===== src/rtl/cdce_cfg_pkg.sv =====
// ============================================================================
// Module   : cdce_cfg_pkg
// Purpose  : Shared state encoding and error codes for the CDCE config sequencer.
// Revision : 1.0
// ============================================================================
`default_nettype none

package cdce_cfg_pkg;

    typedef enum logic [3:0] {
        ST_IDLE,
        ST_PD_HOLD,
        ST_WRITE,
        ST_GAP,
        ST_RDBK,
        ST_WAIT_LOCK,
        ST_NEXT_DEV,
        ST_DONE,
        ST_ERROR
    } state_t;

    localparam logic [1:0] ERR_NONE = 2'd0;
    localparam logic [1:0] ERR_LOCK = 2'd1;
    localparam logic [1:0] ERR_RDBK = 2'd2;
    localparam logic [1:0] ERR_PWR  = 2'd3;

    localparam logic [3:0] RD_INSTR = 4'hE;

endpackage

`default_nettype wire


===== src/rtl/cdce_spi_shift.sv =====
// ============================================================================
// Module   : cdce_spi_shift
// Purpose  : 32-bit LSB-first SPI frame engine, CS low for 65*CLK_DIV cycles.
// Revision : 1.0
// ============================================================================
`default_nettype none

module cdce_spi_shift #(
    parameter int CLK_DIV = 4
) (
    input  logic        clk,
    input  logic        rst_n,
    input  logic        start,
    input  logic        abort,
    input  logic [31:0] tx_word,
    input  logic        miso,
    output logic        cs_n,
    output logic        sck,
    output logic        mosi,
    output logic [31:0] rx_word,
    output logic        done
);

    localparam int DIV_W = (CLK_DIV > 1) ? $clog2(CLK_DIV) : 1;
    localparam logic [DIV_W-1:0] DIV_LAST = DIV_W'(CLK_DIV - 1);

    logic             r_active;
    logic [DIV_W-1:0] r_div;
    logic [6:0]       r_half;
    logic [31:0]      r_shift;

    // Half-period 2k raises SCK (and samples MISO), 2k+1 lowers it; half 64 ends the frame.
    always_ff @(posedge clk or negedge rst_n) begin
        if (!rst_n) begin
            r_active <= 1'b0;
            r_div    <= '0;
            r_half   <= '0;
            r_shift  <= '0;
            cs_n     <= 1'b1;
            sck      <= 1'b0;
            mosi     <= 1'b0;
            rx_word  <= '0;
            done     <= 1'b0;
        end else begin
            done <= 1'b0;
            if (abort) begin
                r_active <= 1'b0;
                cs_n     <= 1'b1;
                sck      <= 1'b0;
                mosi     <= 1'b0;
            end else if (!r_active) begin
                if (start) begin
                    r_active <= 1'b1;
                    cs_n     <= 1'b0;
                    r_shift  <= tx_word;
                    mosi     <= tx_word[0];
                    r_div    <= '0;
                    r_half   <= '0;
                end
            end else if (r_div != DIV_LAST) begin
                r_div <= r_div + 1'b1;
            end else begin
                r_div <= '0;
                if (r_half == 7'd64) begin
                    r_active <= 1'b0;
                    cs_n     <= 1'b1;
                    mosi     <= 1'b0;
                    done     <= 1'b1;
                end else begin
                    r_half <= r_half + 7'd1;
                    if (!r_half[0]) begin
                        sck     <= 1'b1;
                        rx_word <= {miso, rx_word[31:1]};
                    end else begin
                        sck     <= 1'b0;
                        r_shift <= {1'b0, r_shift[31:1]};
                        mosi    <= r_shift[1];
                    end
                end
            end
        end
    end

endmodule

`default_nettype wire


===== src/rtl/cdce_cfg_sched.sv =====
// ============================================================================
// Module   : cdce_cfg_sched
// Purpose  : Configures CLOCK2 then CLOCK3 over one shared SPI engine and waits
//            for PLL lock. Optional readback is enabled by CFG_READBACK_EN.
// Revision : 1.0
// ============================================================================
`default_nettype none

module cdce_cfg_sched
    import cdce_cfg_pkg::*;
#(
    parameter int NUM_WORDS    = 9,
    parameter int CLK_DIV      = 4,
    parameter int PD_CYCLES    = 4800,
    parameter int LOCK_TIMEOUT = 480000,
    parameter int RETRY_MAX    = 3
) (
    input  logic        main_48mhz_clk_r_i,
    input  logic        fpga_rstn,
    input  logic        start_i,
    input  logic        pwr_good_i,
    output logic        word_dev_o,
    output logic [3:0]  word_addr_o,
    input  logic [31:0] word_data_i,
    output logic        clock2_sspcs1_o,
    output logic        clock3_sspcs1_o,
    output logic        clock2_sspck_o,
    output logic        clock3_sspck_o,
    output logic        clock2_sspsi_o,
    output logic        clock3_sspsi_o,
    input  logic        clock2_sspso_i,
    input  logic        clock3_sspso_i,
    output logic        refclk2_pd_no,
    output logic        refclk3_pd_no,
    input  logic        clock2_pll_lock_i,
    input  logic        clock3_pll_lock_i,
    output logic        busy_o,
    output logic        done_o,
    output logic        err_o,
    output logic [1:0]  err_code_o,
    output logic        err_dev_o
);

    state_t      r_state;
    logic        r_dev;
    logic [3:0]  r_addr;
    logic [31:0] r_cnt;
    logic [7:0]  r_attempt;
    logic [1:0]  r_pd_n;
    logic        r_busy;
    logic        r_err;
    logic [1:0]  r_err_code;
    logic        r_err_dev;
    logic        r_spi_start;
    logic [1:0]  r_lock_meta;
    logic [1:0]  r_lock_sync;

    logic        w_abort;
    logic        w_lock_sel;
    logic        w_miso;
    logic [31:0] w_tx_word;
    logic        w_cs_n;
    logic        w_sck;
    logic        w_mosi;
    logic [31:0] w_rx_word;
    logic        w_spi_done;

`ifdef CFG_READBACK_EN
    logic r_rdbk;
    logic r_rd_resp;

    assign w_tx_word = (r_state != ST_RDBK) ? word_data_i :
                       r_rd_resp            ? 32'd0 : {24'd0, r_addr, RD_INSTR};
`else
    logic w_unused_rx;

    assign w_tx_word   = word_data_i;
    assign w_unused_rx = ^w_rx_word;
`endif

    assign w_abort    = r_busy & ~pwr_good_i;
    assign w_lock_sel = r_dev ? r_lock_sync[1] : r_lock_sync[0];
    assign w_miso     = r_dev ? clock3_sspso_i : clock2_sspso_i;

    cdce_spi_shift #(.CLK_DIV(CLK_DIV)) u_spi (
        .clk     (main_48mhz_clk_r_i),
        .rst_n   (fpga_rstn),
        .start   (r_spi_start),
        .abort   (w_abort),
        .tx_word (w_tx_word),
        .miso    (w_miso),
        .cs_n    (w_cs_n),
        .sck     (w_sck),
        .mosi    (w_mosi),
        .rx_word (w_rx_word),
        .done    (w_spi_done)
    );

    // The engine idles with CS high and SCK/SI low, so switching r_dev between frames is glitch-free.
    assign clock2_sspcs1_o = r_dev ? 1'b1 : w_cs_n;
    assign clock3_sspcs1_o = r_dev ? w_cs_n : 1'b1;
    assign clock2_sspck_o  = r_dev ? 1'b0 : w_sck;
    assign clock3_sspck_o  = r_dev ? w_sck : 1'b0;
    assign clock2_sspsi_o  = r_dev ? 1'b0 : w_mosi;
    assign clock3_sspsi_o  = r_dev ? w_mosi : 1'b0;

    assign refclk2_pd_no = r_pd_n[0];
    assign refclk3_pd_no = r_pd_n[1];
    assign word_dev_o    = r_dev;
    assign word_addr_o   = r_addr;
    assign busy_o        = r_busy;
    assign err_o         = r_err;
    assign err_code_o    = r_err_code;
    assign err_dev_o     = r_err_dev;
    assign done_o        = (r_state == ST_DONE) & r_lock_sync[0] & r_lock_sync[1];

    always_ff @(posedge main_48mhz_clk_r_i or negedge fpga_rstn) begin
        if (!fpga_rstn) begin
            r_state     <= ST_IDLE;
            r_dev       <= 1'b0;
            r_addr      <= '0;
            r_cnt       <= '0;
            r_attempt   <= '0;
            r_pd_n      <= 2'b00;
            r_busy      <= 1'b0;
            r_err       <= 1'b0;
            r_err_code  <= ERR_NONE;
            r_err_dev   <= 1'b0;
            r_spi_start <= 1'b0;
            r_lock_meta <= 2'b00;
            r_lock_sync <= 2'b00;
`ifdef CFG_READBACK_EN
            r_rdbk      <= 1'b0;
            r_rd_resp   <= 1'b0;
`endif
        end else begin
            r_lock_meta <= {clock3_pll_lock_i, clock2_pll_lock_i};
            r_lock_sync <= r_lock_meta;
            r_spi_start <= 1'b0;
            if (w_abort) begin
                r_state    <= ST_ERROR;
                r_busy     <= 1'b0;
                r_err      <= 1'b1;
                r_err_code <= ERR_PWR;
                r_err_dev  <= r_dev;
                r_pd_n     <= 2'b00;
            end else begin
                case (r_state)
                    ST_IDLE, ST_DONE, ST_ERROR: begin
                        if (start_i && pwr_good_i) begin
                            r_state    <= ST_PD_HOLD;
                            r_dev      <= 1'b0;
                            r_addr     <= '0;
                            r_cnt      <= '0;
                            r_attempt  <= '0;
                            r_pd_n[0]  <= 1'b0;
                            r_busy     <= 1'b1;
                            r_err      <= 1'b0;
                            r_err_code <= ERR_NONE;
                            r_err_dev  <= 1'b0;
                        end
                    end
                    ST_PD_HOLD: begin
                        if (r_cnt == 32'(PD_CYCLES - 1)) begin
                            r_pd_n[r_dev] <= 1'b1;
                            r_addr        <= '0;
                            r_cnt         <= '0;
                            r_spi_start   <= 1'b1;
                            r_state       <= ST_WRITE;
`ifdef CFG_READBACK_EN
                            r_rdbk        <= 1'b0;
                            r_rd_resp     <= 1'b0;
`endif
                        end else begin
                            r_cnt <= r_cnt + 32'd1;
                        end
                    end
                    ST_WRITE: begin
                        if (w_spi_done) begin
                            r_cnt   <= '0;
                            r_state <= ST_GAP;
                        end
                    end
                    ST_GAP: begin
                        // Exit one cycle early: the engine drops CS one cycle after r_spi_start.
                        if (r_cnt == 32'(2 * CLK_DIV - 2)) begin
                            r_cnt <= '0;
`ifdef CFG_READBACK_EN
                            if (r_rdbk) begin
                                r_state     <= ST_RDBK;
                                r_spi_start <= 1'b1;
                            end else
`endif
                            if (r_addr != 4'(NUM_WORDS - 1)) begin
                                r_addr      <= r_addr + 4'd1;
                                r_spi_start <= 1'b1;
                                r_state     <= ST_WRITE;
                            end else begin
`ifdef CFG_READBACK_EN
                                r_rdbk      <= 1'b1;
                                r_rd_resp   <= 1'b0;
                                r_addr      <= '0;
                                r_spi_start <= 1'b1;
                                r_state     <= ST_RDBK;
`else
                                r_state     <= ST_WAIT_LOCK;
`endif
                            end
                        end else begin
                            r_cnt <= r_cnt + 32'd1;
                        end
                    end
`ifdef CFG_READBACK_EN
                    ST_RDBK: begin
                        if (w_spi_done) begin
                            r_cnt <= '0;
                            if (!r_rd_resp) begin
                                r_rd_resp <= 1'b1;
                                r_state   <= ST_GAP;
                            end else if (w_rx_word[31:4] != word_data_i[31:4]) begin
                                r_state    <= ST_ERROR;
                                r_busy     <= 1'b0;
                                r_err      <= 1'b1;
                                r_err_code <= ERR_RDBK;
                                r_err_dev  <= r_dev;
                            end else if (r_addr == 4'(NUM_WORDS - 1)) begin
                                r_state <= ST_WAIT_LOCK;
                            end else begin
                                r_addr    <= r_addr + 4'd1;
                                r_rd_resp <= 1'b0;
                                r_state   <= ST_GAP;
                            end
                        end
                    end
`endif
                    ST_WAIT_LOCK: begin
                        if (w_lock_sel) begin
                            r_state <= ST_NEXT_DEV;
                        end else if (r_cnt == 32'(LOCK_TIMEOUT - 1)) begin
                            if (r_attempt == 8'(RETRY_MAX - 1)) begin
                                r_state    <= ST_ERROR;
                                r_busy     <= 1'b0;
                                r_err      <= 1'b1;
                                r_err_code <= ERR_LOCK;
                                r_err_dev  <= r_dev;
                            end else begin
                                r_attempt     <= r_attempt + 8'd1;
                                r_pd_n[r_dev] <= 1'b0;
                                r_cnt         <= '0;
                                r_state       <= ST_PD_HOLD;
                            end
                        end else begin
                            r_cnt <= r_cnt + 32'd1;
                        end
                    end
                    ST_NEXT_DEV: begin
                        if (!r_dev) begin
                            r_dev     <= 1'b1;
                            r_addr    <= '0;
                            r_attempt <= '0;
                            r_cnt     <= '0;
                            r_pd_n[1] <= 1'b0;
                            r_state   <= ST_PD_HOLD;
                        end else begin
                            r_busy  <= 1'b0;
                            r_state <= ST_DONE;
                        end
                    end
                    default: r_state <= ST_IDLE;
                endcase
            end
        end
    end

endmodule

`default_nettype wire


===== config.mk =====
export PLATFORM = sky130hd
export DESIGN_NAME = cdce_cfg_sched
export DESIGN_NICKNAME = d
export VERILOG_FILES = /design/src/rtl/cdce_cfg_pkg.sv /design/src/rtl/cdce_spi_shift.sv /design/src/rtl/cdce_cfg_sched.sv
export SDC_FILE = /design/constraint.sdc
export NUM_CORES = 1
export LEC_CHECK = 0
export CAP_MARGIN = 20
export CORE_MARGIN = 2
export CORE_UTILIZATION = 54
export CTS_BUF_LIST = sky130_fd_sc_hd__clkbuf_8
export CTS_CLUSTER_SIZE = 24
export DETAILED_ROUTE_END_ITERATION = 12
export GPL_ROUTABILITY_DRIVEN = 0
export PLACE_DENSITY = 0.79
export SYNTH_ARGS = -nofsm -noshare
export SYNTH_HDL_FRONTEND = slang
export SYNTH_SLANG_ARGS = --single-unit

===== constraint.sdc =====
create_clock -name main_48mhz_clk_r_i -period 2.5 [get_ports main_48mhz_clk_r_i]
set_clock_uncertainty 0.15 [all_clocks]
set_input_delay 0.625 -clock main_48mhz_clk_r_i [delete_from_list [all_inputs] [get_ports main_48mhz_clk_r_i]]
set_output_delay 0.625 -clock main_48mhz_clk_r_i [all_outputs]
set_load 0.02 [all_outputs]

## Yosys cells after proc, flatten, opt, wreduce, memory -nomap -nowiden

Cells that the tools add are included.
W data, S select, Z words.

- Add/subtract/negate cells: 5
- $lt $le $gt $ge: 2
- Equal/unequal tests: 43
- Muxes and demuxes: 116
- Bitwise gates (word level): 8
- Reductions and logical operators: 30

Operators by type and width:

| kind | number |
|---|---|
| $mux W32 | 13 |
| $pmux W32 S6 | 1 |
| $mux W1 | 53 |
| $mux W4 | 13 |
| $mux W8 | 5 |
| $ne A3 B2 Y1 const B | 11 |
| $add A32 B1 Y32 const B | 1 |
| $eq A32 B13 Y1 const B | 1 |
| $eq A32 B19 Y1 const B | 1 |
| $eq A32 B3 Y1 const B | 1 |
| $mux W7 | 4 |
| $mux W2 | 13 |
| $ne A2 B2 Y1 const B | 12 |
| $pmux W4 S6 | 1 |
| $pmux W8 S3 | 1 |
| $reduce_and A7 Y1 | 3 |
| $reduce_and A6 Y1 | 3 |
| $pmux W4 S4 | 1 |
| $reduce_bool A4 Y1 | 4 |
| $reduce_and A5 Y1 | 3 |
| $eq A4 B3 Y1 const B | 3 |
| $reduce_and A3 Y1 | 4 |
| $pmux W1 S3 | 3 |
| $reduce_bool A3 Y1 | 3 |
| 32 further kinds | 46 |

- Register bits: 107
- Input port bits: 40
- Word-level logic and storage cells: 226

## Logic depth before layout (Yosys ltp)

- Depth after elaboration: 11
- Depth in mapped cells: 10
- Gate-level depth less buffers: 8

## Modules after synthesis

A second synthesis with hierarchy kept.

- Cells, all modules: 671
- Area, all modules: 7206.9 um2

By module, submodules not included:

| module | instances | cells each | area an instance (um2) | sequential area each (um2) |
|---|---|---|---|---|
| cdce_spi_shift | 1 | 252 | 3614.7 | 1928.1 |
| cdce_cfg_sched | 1 | 419 | 3592.2 | 1501.4 |

## Worst setup path before layout

Ideal clock, no wire load.

- Path kind: register -> register
- Start point: register r_cnt[11]
- End point: register r_cnt[11]
- Data arrival time: 2307 ps
- Required time: 2229 ps
- Path slack: -78 ps
- Stages on the path, launching flop included: 9
- Buffers on the path: 2
- Clock period less this slack: 2578 ps
- Cells stage by stage: dfrtp_1 or3_4 nor4_1 a2bb2oi_1 and3b_2 buf_2 nor2_1 clkbuf_1 a22o_2

- Word-level cells in the longest chain between the ends: 4
- Elaborated cells on any way between the ends: 11
- Classes of those cells: add/sub: 1; eq/ne: 4; mux: 5; reduce/logical: 1

Ends and longest elaborated chain:

| item | RTL line | source |
|---|---|---|
| from (decl) | cdce_cfg_sched.sv:47 | `logic [31:0] r_cnt;` |
| from (signal assigned) | cdce_cfg_sched.sv:175 | `r_cnt <= r_cnt + 32'd1;` |
| from (signal assigned) | cdce_cfg_sched.sv:210 | `r_cnt <= r_cnt + 32'd1;` |
| from (signal assigned) | cdce_cfg_sched.sv:253 | `r_cnt <= r_cnt + 32'd1;` |
| $add A32 B1 Y32 or $eq A32 B19 Y1 (tied branches) | n/a |  |
| $mux W32 | cdce_cfg_sched.sv:239 | `end else if (r_cnt == 32'(LOCK_TIMEOUT - 1)) begin` |
| $mux W32 | cdce_cfg_sched.sv:237 | `if (w_lock_sel) begin` |
| $pmux W32 S6 | cdce_cfg_sched.sv:148 | `case (r_state)` |

Several ways; a longest one is shown, not always the timed one. The select of a mux whose other input is x is not followed.
A chain may end at the register's enable or synchronous reset.

## Final worst setup path

- Start point: register r_cnt[30]
- End point: register r_pd_n[0]

- Word-level cells in the longest chain between the ends: 3
- Elaborated cells on any way between the ends: 5
- Classes of those cells: eq/ne: 4; reduce/logical: 1

Ends and longest elaborated chain:

| item | RTL line | source |
|---|---|---|
| $eq A32 B19 Y1 or $eq A32 B13 Y1 (tied branches) | cdce_cfg_sched.sv:239, cdce_cfg_sched.sv:164 |  |
| $ne A3 B2 Y1 (no line) | n/a |  |
| $reduce_and A6 Y1 (no line) (*) | n/a |  |
| to (signal assigned) | cdce_cfg_sched.sv:156 | `r_pd_n[0] <= 1'b0;` |
| to (signal, indexed assignment) | cdce_cfg_sched.sv:165 | `r_pd_n[r_dev] <= 1'b1;` |
| to (signal, indexed assignment) | cdce_cfg_sched.sv:248 | `r_pd_n[r_dev] <= 1'b0;` |
| to (decl) | cdce_cfg_sched.sv:49 | `logic [1:0] r_pd_n;` |

Mark *: on every way between the ends. The rest lies on a longest branch, timed or not.

==> metrics.txt <==
Vias per Instance approximately 6; Max Freq 0.374 GHz; net count after synthesis just under 700; # setup viols final 28; Min Hold Slack approximately 0.068 ns; element type at the critical path end flop; Die Area around 0.012 sq mm; antenna cells 0; Synth Warn # 0; Slew @ Worst Pin 0.620 ns; wire per inst 17.2 microns; fin area 0.00782 sq mm; Crit. Startpoint r_cnt[30]; Vert. Die Dim 108 microns; R2R Path Start r_cnt[30]; commonest non-fill, non-tap cell in the layout dfrtp_1; Mean Syn Cell Area 9.27 sq um; Reg clk slew, reported paths 0.10 ns; CTS buffer count 9; FFs w/ async S/R, synth 1.00; R2R Path End r_pd_n[0]; Gate Count Post-Synth 635; Post-synth EDFFs 0; Post-CTS Hold Buffers 0; Post-Syn Area 0.00588 sq mm; Yosys cell types 67; most frequent cells in the layout dfrtp_1, buf_4, nand2_1, clkdlybuf4s50_1, o21ai_0; Max Fanout on Critical Path 3; PwrDens roughly 930 mW/mm^2; critical path type flop to flop; failing checks setup timing; worst setup margin -0.174 ns; WP data required between 2 and 3 ns; P&R area growth vs syn 33.0%; share of cells above drive strength 1 0.241; Critical Path AT ~2.8 ns; # Max-Cap Violations 0; initial antenna violation count 0; register area share after synthesis 0.447; CTS tree yes; post-route ant nets 0; Hold Violations, Final 0; H-tree depth 3; DRC errors left 0; Rel. slew slack 0.587; Pre-antenna DRT Iters 5; worst setup path end r_pd_n[0]; RSZ-0062 raised after global routing true; DP Wirelength 10800 microns; reg2reg setup slack -0.17 ns; Primary FF master, synth dfrtp_1; Tot GR Track Use 0.275; min Tclk post-route approximately 2.7 ns; core area approximately 0.011 sq mm; I/O pin cnt between 50 and 60; Leak Pwr 3.39 nW; reg2reg path depth 7; Detailed Route Iter0 Violations 506; Synth Register Bits roughly 110; final global-route overflow total 0; FP Rows 38; wirelength, routed 15800 microns; maximum clock path buffer count 2; total number of vias 5518; crit start category flop; Chip Width 108 microns; Initial Util 0.548; Clk Tree Root Cell clkbuf_8; Area contributors post-synth dfrtp_1, mux2i_1, nand2_1; Port Buffers 56; Synth top area share 0.442; total clock sinks 105; largest net degree at the start of global routing 45; Worst-Skew Late Latency approximately 0.4 ns; Placed Instance Area 0.00719 sq mm; outcome complete, but fails checks; Slew Viols, Final 0; Final nets 821; HP Class input port to asynchronous set/reset pin; Max IR drop VDD 0.000705 V; Yosys top cell by area dfrtp_1; Tcrit/Tclk final 1.07; first-pass GRT wire length 25500 microns; vias in the first global route 5501
-- synthesized netlist by cell type (all sizes together), types with 12 or more instances --
cell and number:
a21o 14, a22o 16, and3 12, clkbuf 30
dfrtp 104, inv 16, mux2i 37, nand2 80
nand2b 12, nand3 37, nor2 39, nor3 13
nor4 16, o211ai 13, o21ai 57
-- state kept, by name, indices dropped and copies added, names as in the netlist --
name / flops
u_spi.sck: 1
r_pd_n: 2
u_spi.r_half: 7
u_spi.r_div: 2
u_spi.done: 1
r_state: 4
word_dev_o: 1
err_code_o: 2
u_spi.cs_n: 1
r_lock_sync: 2
r_cnt: 32
err_dev_o: 1
u_spi.r_active: 1
r_attempt: 8
r_spi_start: 1
u_spi.mosi: 1
word_addr_o: 4
busy_o: 1
r_lock_meta: 2
u_spi.r_shift: 31
-- area by class of cell --
| type | count | area (sq um) |
|---|---|---|
| Timing Repair Buffer | 161 | 1430 |
| Clock buffer | 9 | 124 |
| Clock inverter | 7 | 62.6 |
| Sequential cell | 105 | 2640 |
| Inverter | 16 | 60.1 |
| Fill cell | 777 | 2920 |
| Multi-Input combinational cell | 479 | 3340 |
| Tap cell | 140 | 175 |
-- worst min path at each step --
stage | from | to | slack, ns | cells after the start
2_1_floorplan | fpga_rstn | busy_o | 0.18 | 0
3_3_place_gp | r_lock_meta[1] | r_lock_sync[1] | 0.18 | 0
3_5_place_dp | r_lock_meta[0] | r_lock_sync[0] | 0.19 | 0
4_1_cts | fpga_rstn | r_state[3] | 0.06 | 1
5_1_grt | fpga_rstn | r_state[0] | 0.08 | 1
6_report | fpga_rstn | r_state[0] | 0.07 | 1
-- report_power, final --
part | internal (mW) | total [mW] | switching [mW] | leakage (nW)
Clock | 0.454 | 1.03 | 0.577 | 0.103
Sequential | 1.89 | 2.07 | 0.177 | 1.42
Combinational | 2.01 | 4.15 | 2.14 | 1.86
-- timing repair --
| item | 4_1_cts | 5_1_grt |
|---|---|---|
| pin swaps | 28 | 20 |
| setup endpoints to repair | 51 | 52 |
| resized for setup | 62 | 29 |
| setup buffers | 8 | 6 |
| gates cloned | 1 | 0 |
-- metal layers --
| metal | vias to the layer above | global-route usage | routed length, microns |
|---|---|---|---|
| li1 | 2606 | - | - |
| met1 | 2675 | 0.332 | 6480 |
| met2 | 183 | 0.477 | 7930 |
| met3 | 54 | 0.0651 | 861 |
| met4 | 0 | 0.103 | 508 |
| met5 | - | 0 | 0 |
-- kinds of logic (layout without fill, tap and decap cells) --
group | count (synthesis) | in the layout | share of synthesized area
AOI/OAI and AO/OA | 151 | 151 | 0.177
and+or+nand+nor | 274 | 274 | 0.245
muxes | 41 | 41 | 0.0706
xor gates and xnor gates | 4 | 4 | 0.00595
buffers and inverters | 51 | 193 | 0.0353
adders and majority gates | 9 | 9 | 0.0191
DFF | 105 | 105 | 0.447
-- stage by stage --
step | std cells | setup TNS [ns] | util | worst slack [ns] | power, mW
detailed placement | 887 | -19.33 | 0.669 | -0.460 | 5.12
global placement | 887 | -13.44 | 0.669 | -0.384 | 4.99
finish | 917 | -1.66 | 0.728 | -0.174 | 7.24
floorplan | 635 | 0 | - | 0.0122 | 3.71
global route | 917 | -4.13 | 0.728 | -0.211 | 7.60
CTS | 912 | -1.77 | 0.713 | -0.238 | 6.92
-- worst max-delay path, cell delays in order (launching register included) --
cell and delay, ns:
dfrtp_1 0.41, nor4_4 0.30, buf_4 0.16, nand4_1 0.17, or3_4 0.42, a2111o_1 0.43
o31a_1 0.28, a2111oi_2 0.24
No activity file was read; power rests on OpenSTA's default activity.
